`src/rtl/ram_stream_reader.sv`:
```
// -----------------------------------------------------------------------------
// ram_stream_reader
//
// Read-side master for a simple dual-port RAM. On a start command it reads
// `length` consecutive words beginning at `base_addr` and presents them, in
// address order, on a valid/ready stream. The RAM read port has no enable, so
// every issued read returns data READ_LATENCY cycles later whether or not the
// consumer is ready. A credit rule bounds reads in flight plus words buffered to
// the skid FIFO depth, so no returning word is ever dropped.
//
// Ports
//   clk        clock, all state on posedge
//   rst        asynchronous reset, active-high
//   start      one-cycle command strobe, accepted only in IDLE
//   base_addr  first RAM word address of the run
//   length     number of words to read (0 allowed, 2**ADDR_WIDTH max)
//   busy       high while the command is reading or draining
//   done       one-cycle pulse once the final word has been handshaken
//   ram_raddr  RAM read address
//   ram_rdata  RAM read data, valid READ_LATENCY cycles after the address
//   m_valid    output word valid
//   m_ready    downstream accept
//   m_data     output word (zero while m_valid is low)
//   m_last     marks the final word of the run
// -----------------------------------------------------------------------------
module ram_stream_reader #(
  parameter int ADDR_WIDTH   = 10,
  parameter int DATA_WIDTH   = 64,
  parameter int READ_LATENCY = 0,
  parameter int LEN_WIDTH    = ADDR_WIDTH + 1
) (
  input  logic                  clk,
  input  logic                  rst,
  input  logic                  start,
  input  logic [ADDR_WIDTH-1:0] base_addr,
  input  logic [LEN_WIDTH-1:0]  length,
  output logic                  busy,
  output logic                  done,
  output logic [ADDR_WIDTH-1:0] ram_raddr,
  input  logic [DATA_WIDTH-1:0] ram_rdata,
  output logic                  m_valid,
  input  logic                  m_ready,
  output logic [DATA_WIDTH-1:0] m_data,
  output logic                  m_last
);

  // Enough entries to cover every word that can be in the RAM pipe plus the
  // one sitting on the output, which sustains one word per cycle.
  localparam int FIFO_DEPTH = READ_LATENCY + 2;
  localparam int PTR_W      = $clog2(FIFO_DEPTH);
  localparam int CNT_W      = $clog2(FIFO_DEPTH + 1);
  localparam int SUM_W      = CNT_W + 1;

  localparam logic [PTR_W-1:0] PTR_MAX = PTR_W'(FIFO_DEPTH - 1);
  localparam logic [SUM_W-1:0] CREDITS = SUM_W'(FIFO_DEPTH);

  typedef enum logic [1:0] {
    S_IDLE  = 2'd0,
    S_RUN   = 2'd1,
    S_DRAIN = 2'd2,
    S_DONE  = 2'd3
  } state_t;

  state_t                  state_q, state_d;
  logic [ADDR_WIDTH-1:0]   raddr_q, raddr_d;
  logic [LEN_WIDTH-1:0]    rem_q, rem_d;
  logic [CNT_W-1:0]        inflight_q, inflight_d;
  logic [CNT_W-1:0]        cnt_q, cnt_d;
  logic [PTR_W-1:0]        wr_ptr_q, wr_ptr_d;
  logic [PTR_W-1:0]        rd_ptr_q, rd_ptr_d;
  logic [DATA_WIDTH-1:0]   fifo_data_q [FIFO_DEPTH];
  logic                    fifo_last_q [FIFO_DEPTH];

  logic credit_ok;
  logic issue;
  logic issue_last;
  logic ret;
  logic ret_last;
  logic push;
  logic pop;

  // Circular pointer advance; depth is not necessarily a power of two.
  function automatic logic [PTR_W-1:0] ptr_inc(input logic [PTR_W-1:0] p);
    return (p == PTR_MAX) ? '0 : p + 1'b1;
  endfunction

  // Credit check uses registered state only: reads still in the RAM pipe
  // plus words already buffered must leave room for one more.
  assign credit_ok = ({1'b0, inflight_q} + {1'b0, cnt_q}) < CREDITS;

  // ---------------------------------------------------------------------------
  // Command FSM and read issue
  // ---------------------------------------------------------------------------
  always_comb begin
    state_d    = state_q;
    raddr_d    = raddr_q;
    rem_d      = rem_q;
    issue      = 1'b0;
    issue_last = 1'b0;
    unique case (state_q)
      S_IDLE: begin
        if (start) begin
          if (length == '0) begin
            // Empty run: no reads, address untouched, completion next cycle.
            state_d = S_DONE;
          end else begin
            state_d = S_RUN;
            raddr_d = base_addr;
            rem_d   = length;
          end
        end
      end
      S_RUN: begin
        if (credit_ok) begin
          issue   = 1'b1;
          raddr_d = raddr_q + 1'b1;
          rem_d   = rem_q - 1'b1;
          if (rem_q == LEN_WIDTH'(1)) begin
            issue_last = 1'b1;
            state_d    = S_DRAIN;
          end
        end
      end
      S_DRAIN: begin
        if (pop && m_last) begin
          state_d = S_DONE;
        end
      end
      S_DONE: begin
        state_d = S_IDLE;
      end
      default: begin
        state_d = S_IDLE;
      end
    endcase
  end

  always_ff @(posedge clk or posedge rst) begin
    if (rst) begin
      state_q <= S_IDLE;
      raddr_q <= '0;
      rem_q   <= '0;
    end else begin
      state_q <= state_d;
      raddr_q <= raddr_d;
      rem_q   <= rem_d;
    end
  end

  assign ram_raddr = raddr_q;
  assign busy      = (state_q == S_RUN) || (state_q == S_DRAIN);
  assign done      = (state_q == S_DONE);

  // ---------------------------------------------------------------------------
  // Return tracking: a valid/last marker travels alongside each read through
  // the RAM latency so the FIFO knows exactly when rdata is meaningful.
  // ---------------------------------------------------------------------------
  generate
    if (READ_LATENCY == 0) begin : g_comb_ret
      assign ret      = issue;
      assign ret_last = issue_last;
    end else begin : g_pipe_ret
      logic [READ_LATENCY-1:0] vld_q, vld_d;
      logic [READ_LATENCY-1:0] last_q, last_d;

      always_comb begin
        vld_d     = vld_q << 1;
        last_d    = last_q << 1;
        vld_d[0]  = issue;
        last_d[0] = issue_last;
      end

      always_ff @(posedge clk or posedge rst) begin
        if (rst) begin
          vld_q  <= '0;
          last_q <= '0;
        end else begin
          vld_q  <= vld_d;
          last_q <= last_d;
        end
      end

      assign ret      = vld_q[READ_LATENCY-1];
      assign ret_last = last_q[READ_LATENCY-1];
    end
  endgenerate

  assign inflight_d = inflight_q + CNT_W'(issue) - CNT_W'(ret);

  // ---------------------------------------------------------------------------
  // Skid FIFO: returning words are captured unconditionally; the head entry
  // drives the stream directly from registered storage.
  // ---------------------------------------------------------------------------
  assign push     = ret;
  assign pop      = m_valid && m_ready;
  assign cnt_d    = cnt_q + CNT_W'(push) - CNT_W'(pop);
  assign wr_ptr_d = push ? ptr_inc(wr_ptr_q) : wr_ptr_q;
  assign rd_ptr_d = pop ? ptr_inc(rd_ptr_q) : rd_ptr_q;

  always_ff @(posedge clk or posedge rst) begin
    if (rst) begin
      inflight_q <= '0;
      cnt_q      <= '0;
      wr_ptr_q   <= '0;
      rd_ptr_q   <= '0;
    end else begin
      inflight_q <= inflight_d;
      cnt_q      <= cnt_d;
      wr_ptr_q   <= wr_ptr_d;
      rd_ptr_q   <= rd_ptr_d;
    end
  end

  always_ff @(posedge clk) begin
    if (push) begin
      fifo_data_q[wr_ptr_q] <= ram_rdata;
      fifo_last_q[wr_ptr_q] <= ret_last;
    end
  end

  // Storage is not reset, so the head is masked until it holds a real word.
  assign m_valid = (cnt_q != '0);
  assign m_data  = m_valid ? fifo_data_q[rd_ptr_q] : '0;
  assign m_last  = m_valid && fifo_last_q[rd_ptr_q];

endmodule
```
`config.mk`:
```
export PLATFORM = sky130hd
export DESIGN_NAME = ram_stream_reader
export DESIGN_NICKNAME = d
export VERILOG_FILES = /design/src/rtl/ram_stream_reader.sv
export SDC_FILE = /design/constraint.sdc
export NUM_CORES = 1
export LEC_CHECK = 0
export CAP_MARGIN = 10
export CORE_ASPECT_RATIO = 1.1
export CORE_MARGIN = 2
export CORE_UTILIZATION = 53
export CTS_CLUSTER_SIZE = 8
export DETAILED_ROUTE_END_ITERATION = 8
export GPL_ROUTABILITY_DRIVEN = 0
export PLACE_DENSITY = 0.88
export SYNTH_ARGS = -nofsm -noshare
export SYNTH_HDL_FRONTEND = slang
export SYNTH_SLANG_ARGS = --single-unit
```
`constraint.sdc`:
```
create_clock -name clk -period 8.8 [get_ports clk]
set_input_delay 1.76 -clock clk [delete_from_list [all_inputs] [get_ports clk]]
set_output_delay 1.76 -clock clk [all_outputs]
set_load 0.02 [all_outputs]
```
* Yosys cells after proc, flatten, opt, wreduce, memory -nomap -nowiden
Memory sizes are Yosys's and may differ from the RTL's. Cells that the tools add are included.
Word-level totals: bits in registers 29, RAM bits 130, memories kept 2
Memory list:
- fifo_data_q | depth 2, bits a word 64, rd ports 1, clocked after memory_dff 0, write ports 1, line 71 | logic [DATA_WIDTH-1:0] fifo_data_q [FIFO_DEPTH];
- fifo_last_q | depth 2, bits a word 1, rd ports 1, clocked after memory_dff 0, write ports 1, line 72 | logic fifo_last_q [FIFO_DEPTH];
Cells by class: add/subtract/negate cells 9, magnitude comparators 1, equality and inequality tests 9, multiplexer cells 24, reductions and logical operators 10
Operators with widths (count):
- $mux W64 | 1
- $mux W11 | 3
- $mux W10 | 3
- $pmux W11 S2 | 1
- $pmux W10 S2 | 1
- $eq A11 B1 Y1 const B | 1
- $logic_not A11 Y1 | 1
- $sub A11 B1 Y11 const B | 1
- $add A10 B1 Y10 const B | 1
- $mux W2 | 5
- $ne A2 B2 Y1 const B | 5
- $mux W1 | 9
- $pmux W2 S4 | 1
- $reduce_and A4 Y1 | 2
- $add A2 B1 Y2 | 2
- $eq A2 B2 Y1 const B | 2
- $reduce_bool A2 Y1 | 2
- $sub A2 B1 Y2 | 2
- $add A2 B2 Y3 | 1
- $logic_and A1 B1 Y1 | 3
- $lt A3 B2 Y1 const B | 1
- $add A1 B1 Y1 const B | 2
- $eq A2 B1 Y1 const B | 1
- $logic_not A2 Y1 | 1
- $logic_or A1 B1 Y1 | 1

* Depth between registers and ports, before layout
Gate-level depths: netlist of run 1.
word-level depth 6, gate-level depth with buffers 9, mapped depth without buffers 7

* Worst setup path before layout of run 1
Ideal clock, no wire load.
path type flip-flop to flip-flop, from register state_q[1], to memory fifo_data_q[0][0] (enable), setup time 0.489 ns, data arrival time 3.983 ns, required time 8.311 ns, setup slack 4.329 ns, cell stages (with the launch flop) 7, path buffers 2, period minus slack after synthesis 4.471 ns, cells stage by stage dfrtp_1 inv_1 ha_1 clkbuf_1 clkbuf_1 nand2b_1 nor2_1
On the way: word-level cells in the longest chain between the ends 4
RTL lines:
- start, declared | line 64 | state_t state_q, state_d;
- start signal, assigned | line 144 | state_q <= state_d;
- $eq A2 B1 Y1 | line 100 | unique case (state_q)
- $mux W1 | line 100
- $mux W1 | line 215 | if (push) begin
- $mux W1 (not written as such) | line 216 | fifo_data_q[wr_ptr_q] <= ram_rdata;
- end, declared | line 71
No other way between the ends.

* Worst setup path in the final report of run 1
from register rd_ptr_q, to output m_data[36]
On the way: word-level cells in the longest chain between the ends 2
RTL lines:
- start, declared | line 70 | logic [PTR_W-1:0] rd_ptr_q, rd_ptr_d;
- start signal, assigned | line 210 | rd_ptr_q <= rd_ptr_d;
- $mem_v2 Z2 W64
- $mux W64 | line 223 | assign m_data = m_valid ? fifo_data_q[rd_ptr_q] : '0;
- end, declared | line 43 | output logic [DATA_WIDTH-1:0] m_data,
No other way between the ends.

==> impl_metrics.tcl, run 1 <==
set metrics [dict create \
    outcome "complete, no violations" \
    finalCritPeriodShare 0.504 \
    cap_violations 0 \
    cts-root-buf "clkbuf_16" \
    skew_ps 8.92 \
    cts_buffer_depth 2 \
    post_route_cells_drive_above_1_share 0.0763 \
    grt_start_max_net_pins 67 \
    power_density_mw_per_mm2 394 \
    grt_pass1_wl_um 25100 \
    num_antenna_cells 0 \
    grt_antenna_before_repair 0 \
    pin_count 167 \
    tightest_slew_ps 1140 \
    dp_cells 793 \
    hpwl_um 10700 \
    setup_ws_ps 4360 \
    clk_pin_slew_worst_paths_ps 60 \
    whs_path_depth 1 \
    power.leakage_uw 0.00340 \
    cp.required_ps 7040 \
    worstReg2RegEnd "rem_q[0]$_DFFE_PP0P_" \
    syn_area_mm2 0.00676 \
    wirelength_um 16500 \
    cts_hold_buf 0 \
    ant_nets 0 \
    wl_per_cell_um 20.0 \
    die_area_mm2 0.0137 \
    crit_arrival_ps 2680 \
    synth_edf_count 130 \
    reg2reg_slack_ps 6110 \
    vias_per_cell 5.92 \
    cts.sinks 157 \
    grt_pass1_vias 4827 \
    syn_nets 590 \
    cts_resized 0 \
    synth_cell_types 44 \
    portBuffers 166 \
    htreeDepth 4 \
    rr_startpoint "state_q[1]$_DFFE_PP0P_" \
    initial_core_util 0.539 \
    fin_cells 825 \
    yosys_warnings 0 \
    cts_tree "yes" \
    die_w_um 112 \
    fin_setup_tns_ps 0 \
    ir_worst_vdd_mv 0.243 \
    slew-limit-headroom 0.238 \
    rows 43 \
    dp_slack_ps 4760 \
    finalSetupViolCount 0 \
    die_h_um 122 \
    synthArstFlopShare 0.172 \
    gr-usage-all-layers 0.237 \
    startpoint_type "flop" \
    ys_ff_latch 157 \
    period_minus_slack_ps 4440 \
    hp-start "rem_q[7]$_DFFE_PP0P_" \
    worstPathMaxFanout 66 \
    drt_iter0_markers 397 \
    min_path_type "flop to flop" \
    num_vias 4887 \
    synthToLayoutAreaGrowth_pct 35.2 \
    final_hold_viol_count 0 \
    final_util 0.729 \
    syn_area_per_cell_um2 13.7 \
    ys_seq_area_frac 0.677 \
    fillers 754 \
    clkLatencyLatePin_ps 410 \
    fmax_ghz 0.225 \
    r2r_cells 7 \
    drtPass1Iterations 5 \
    fin_nets 753 \
    synth_ff_type "edfxtp_1" \
    drv_slew 0 \
    hold_end "rem_q[7]$_DFFE_PP0P_" \
    cts_made_buffers 17 \
    total_power_uw 3600 \
    netlist_instances 492 \
    grt_setup_unrepaired "false" \
    drc 0 \
    endpoint_kind "primary output" \
    core_area_mm2 0.0125 \
    worstSetupPathType "flop to primary output" \
    grt_overflow 0 \
    post_cts_buffers 0 \
]
## layout by cell type (no fill, tap or decap), types with 3 or more instances in the layout
master and n:
edfxtp_1 130, o211a_1 5, nor4_1 7, inv_1 9
clkdlybuf4s50_1 166, a31oi_1 9, nand2b_1 4, o31ai_1 5
o21ai_0 18, o32ai_1 3, inv_6 6, a41oi_2 5
or3_1 3, clkbuf_16 17, buf_4 6, nor2_1 77
a21oi_1 11, dfrtp_1 26, inv_8 3, nand4_1 3
clkinvlp_4 3, o41ai_1 3, nand2_1 15, mux2i_1 68
nor3_1 6, nand3_1 20, ha_1 9, nor2_4 3
## logic make-up after synthesis
kind of cell,count (synthesis),share of synthesized area
flip-flops,157,0.677
buffers and inverters,37,0.0241
multiplexers,69,0.102
XOR/XNOR,3,0.00389
adder cells (fa/ha/maj),9,0.0167
AO/OA/AOI/OAI,70,0.0781
AND/OR/NAND/NOR,147,0.0977
## layout make-up
cell class                      count  area, um^2  area share
Sequential cell                   157        4580       0.502
Multi-Input combinational cell    298        2040       0.223
Timing Repair Buffer              172        1710       0.187
Tap cell                          157         196      0.0215
Clock inverter                     15         151      0.0166
Clock buffer                       17         425      0.0465
Inverter                            9        33.8     0.00370
## worst max path at each step
stage	from	end	slack, ps	depth (start not counted)
3_3_place_gp	rd_ptr_q$_DFFE_PP0P_	m_last	4770	3
4_1_cts	rd_ptr_q$_DFFE_PP0P_	m_last	4330	3
3_5_place_dp	rd_ptr_q$_DFFE_PP0P_	m_last	4760	3
6_report	rd_ptr_q$_DFFE_PP0P_	m_data[36]	4360	3
5_1_grt	rd_ptr_q$_DFFE_PP0P_	m_last	4240	3
2_1_floorplan	state_q[1]$_DFFE_PP0P_	fifo_data_q[0][0]$_DFFE_PP_	4330	6
## through the flow
stage | instance area (um^2) | hold WS [ps]
5_1_grt | 9140 | 569
3_5_place_dp | 8560 | 522
4_1_cts | 9140 | 541
3_3_place_gp | 8560 | 518
2_1_floorplan | 6760 | 468
6_report | 9140 | 547
## layer usage
layer	up-vias	wire length, um	global-route usage
li1	2192	-	-
met1	2379	6360	0.292
met2	284	8360	0.411
met3	32	1500	0.0647
met4	0	299	0.0772
met5	-	0	0
## cell usage after synthesis, drive strengths merged (2+ instances only)
master / number / area (um^2)
o32ai: 3 / 26.3
nor4: 7 / 43.8
nand4: 3 / 18.8
o21ai: 18 / 90.1
and3: 2 / 12.5
nand2: 15 / 56.3
nand2b: 4 / 25.0
mux2i: 68 / 681
clkbuf: 14 / 62.6
o41ai: 3 / 26.3
a21oi: 11 / 55.1
dfrtp: 27 / 676
o31ai: 5 / 37.5
xnor2: 2 / 17.5
o22a: 2 / 17.5
o211a: 5 / 50.1
ha: 9 / 113
or3: 3 / 18.8
or4: 3 / 26.3
inv: 9 / 33.8
a31oi: 9 / 56.3
buf: 14 / 66.3
a41oi: 5 / 81.3
o21a: 2 / 15.0
nor3: 6 / 30.0
edfxtp: 130 / 3900
a22o: 2 / 17.5
nand3: 20 / 100
nor2: 80 / 300
## critical path: stages, from the launching register on
cell,delay [ps]
dfrtp_4,1150
mux2i_1,220
nor2_1,170
clkdlybuf4s50_1,640
## report_power, final
group	total (uW)	switching, uW	internal, uW
clock network	712	312	400
logic	1620	907	715
registers	1260	209	1060
## sequential cells by signal (all words and copies together), names as in the netlist
signal       flops
fifo_last_q      2
rd_ptr_q         1
rem_q           11
ram_raddr       10
state_q          2
cnt_q            2
wr_ptr_q         1
fifo_data_q    128
(Power assumes the default switching activity.)
==> run 2, diff against run 1 <==
Settings changed: CORE_UTILIZATION 53 to 49, PLACE_DENSITY 0.88 to 0.82.
Clock period 8.8 ns to 4.4 ns, I/O delays scaled along.
==> impl_metrics.tcl, run 2 (synthesized netlist as in run 1, its figures left out) <==
set metrics [dict create \
    post_route_cells_drive_above_1_share 0.0775 \
    power_frac_comb 0.460 \
    drtPass1Iterations 5 \
    grt_pass1_vias 4545 \
    startpoint_type "flop" \
    seqPwrFrac 0.341 \
    gr-usage-all-layers 0.215 \
    cts_made_buffers 17 \
    slowest_stage "dfrtp_4" \
    tightest_slew_ps 1020 \
    ant_nets 0 \
    cap_violations 0 \
    grt_overflow 0 \
    initial_core_util 0.496 \
    cts_resized 0 \
    p_sw_frac 0.384 \
    top_register "fifo_data_q" \
    cpLargestDelayFamily "buffers and inverters" \
    wl_per_cell_um 18.3 \
    fin_area_mm2 0.00922 \
    path_buf_inv 2 \
    max_stage_delay_ps 880 \
    cts.sinks 157 \
    cts-root-buf "clkbuf_16" \
    grt_setup_unrepaired "false" \
    grt_start_max_net_pins 55 \
    clk_pin_slew_worst_paths_ps 60 \
    fin_nets 756 \
    worstSetupPathType "flop to primary output" \
    clkLatencyLatePin_ps 410 \
    post_cts_buffers 0 \
    hpwl_um 10800 \
    drt_iter0_markers 488 \
    outcome "complete, no violations" \
    num_vias 4732 \
    htreeDepth 4 \
    min_path_type "flop to flop" \
    finalSetupViolCount 0 \
    postPlaceCellArea_mm2 0.00864 \
    endpoint_kind "primary output" \
    power.leakage_uw 0.00343 \
    wirelength_um 15700 \
    grt_antenna_before_repair 0 \
    fin_setup_tns_ps 0 \
    p_switching_uw 2760 \
    mostFrequentLayoutCell "clkdlybuf4s50_1" \
    cp.required_ps 3520 \
    worstPathMaxFanout 42 \
    crit_arrival_ps 2620 \
    die_area_mm2 0.0148 \
    pin_count 167 \
    grt_pass1_wl_um 24000 \
    die_h_um 127 \
    power_density_mw_per_mm2 780 \
    cts_buffer_depth 2 \
    vias_per_cell 5.51 \
    fmax_ghz 0.285 \
    layout_common_cells "166 x clkdlybuf4s50_1, 130 x edfxtp_1, 77 x nor2_1" \
    die_w_um 116 \
    final_hold_viol_count 0 \
    internal_power_uw 4430 \
    cts_tree "yes" \
    crit_chain "buf_4 > mux2i_1 > nor2_1 > clkdlybuf4s50_1" \
    num_antenna_cells 0 \
    finalCritPeriodShare 0.796 \
    rows 45 \
    period_minus_slack_ps 3500 \
    largest_reg_flops 128 \
    portBuffers 166 \
    synthToLayoutAreaGrowth_pct 36.3 \
    skew_ps 5.97 \
    slew-limit-headroom 0.316 \
    cts_hold_buf 0 \
    drc 0 \
    core_area_mm2 0.0136 \
    ir_worst_vdd_mv 0.381 \
    drv_slew 0 \
    clkPwrFrac 0.199 \
]
==> run 2: final timing paths <==
check / start / endpoint / slack [ps] / cells after the start
worst max-delay path: rd_ptr_q$_DFFE_PP0P_ / m_data[47] / 900 / 4
worst min-delay path: rem_q[7]$_DFFE_PP0P_ / rem_q[7]$_DFFE_PP0P_ / 530 / 1
worst max register to register: state_q[1]$_DFFE_PP0P_ / fifo_data_q[1][4]$_DFFE_PP_ / 1480 / 6
worst min register to register: rem_q[7]$_DFFE_PP0P_ / rem_q[7]$_DFFE_PP0P_ / 530 / 1
max in group asynchronous: rst / rd_ptr_q$_DFFE_PP0P_ / 2640 / 2
min in group asynchronous: rst / ram_raddr[4]$_DFFE_PP0P_ / 1020 / 2
==> run 2: metrics by stage <==
stage / hold slack, ps / setup WS [ps] / util / total power (uW) / std cells
global route: 573 / 764 / 0.676 / 7570 / 859
CTS: 535 / 873 / 0.676 / 7220 / 859
finish: 531 / 896 / 0.676 / 7190 / 859
detailed placement: 518 / 1340 / 0.634 / 5780 / 827
global placement: 515 / 1360 / 0.634 / 5670 / 827
floorplan: 468 / -71.2 / - / 4420 / 492
==> run 2: power by group through the flow <==
stage	Combinational [uW]	Sequential, uW	Clock (uW)
3_3_place_gp	3220	2450	0
5_1_grt	3550	2500	1530
6_report	3300	2450	1430
3_5_place_dp	3310	2470	0
2_1_floorplan	2040	2390	0
4_1_cts	3320	2450	1450
==> run 2: layout make-up <==
| cell class | instances | area, um^2 |
|---|---|---|
| Clock buffer | 17 | 425 |
| Clock inverter | 15 | 154 |
| Inverter | 9 | 33.8 |
| Multi-Input combinational cell | 298 | 2040 |
| Tap cell | 188 | 235 |
| Sequential cell | 157 | 4580 |
| Timing Repair Buffer | 175 | 1740 |
| Fill cell | 954 | 4410 |
==> run 2: metal layers <==
layer / up-vias / routed length [um] / GRT usage
met5: - / 0 / 0
met4: 0 / 332 / 0.0847
met3: 26 / 1430 / 0.0636
met2: 230 / 7750 / 0.348
met1: 2294 / 6210 / 0.272
li1: 2182 / - / -
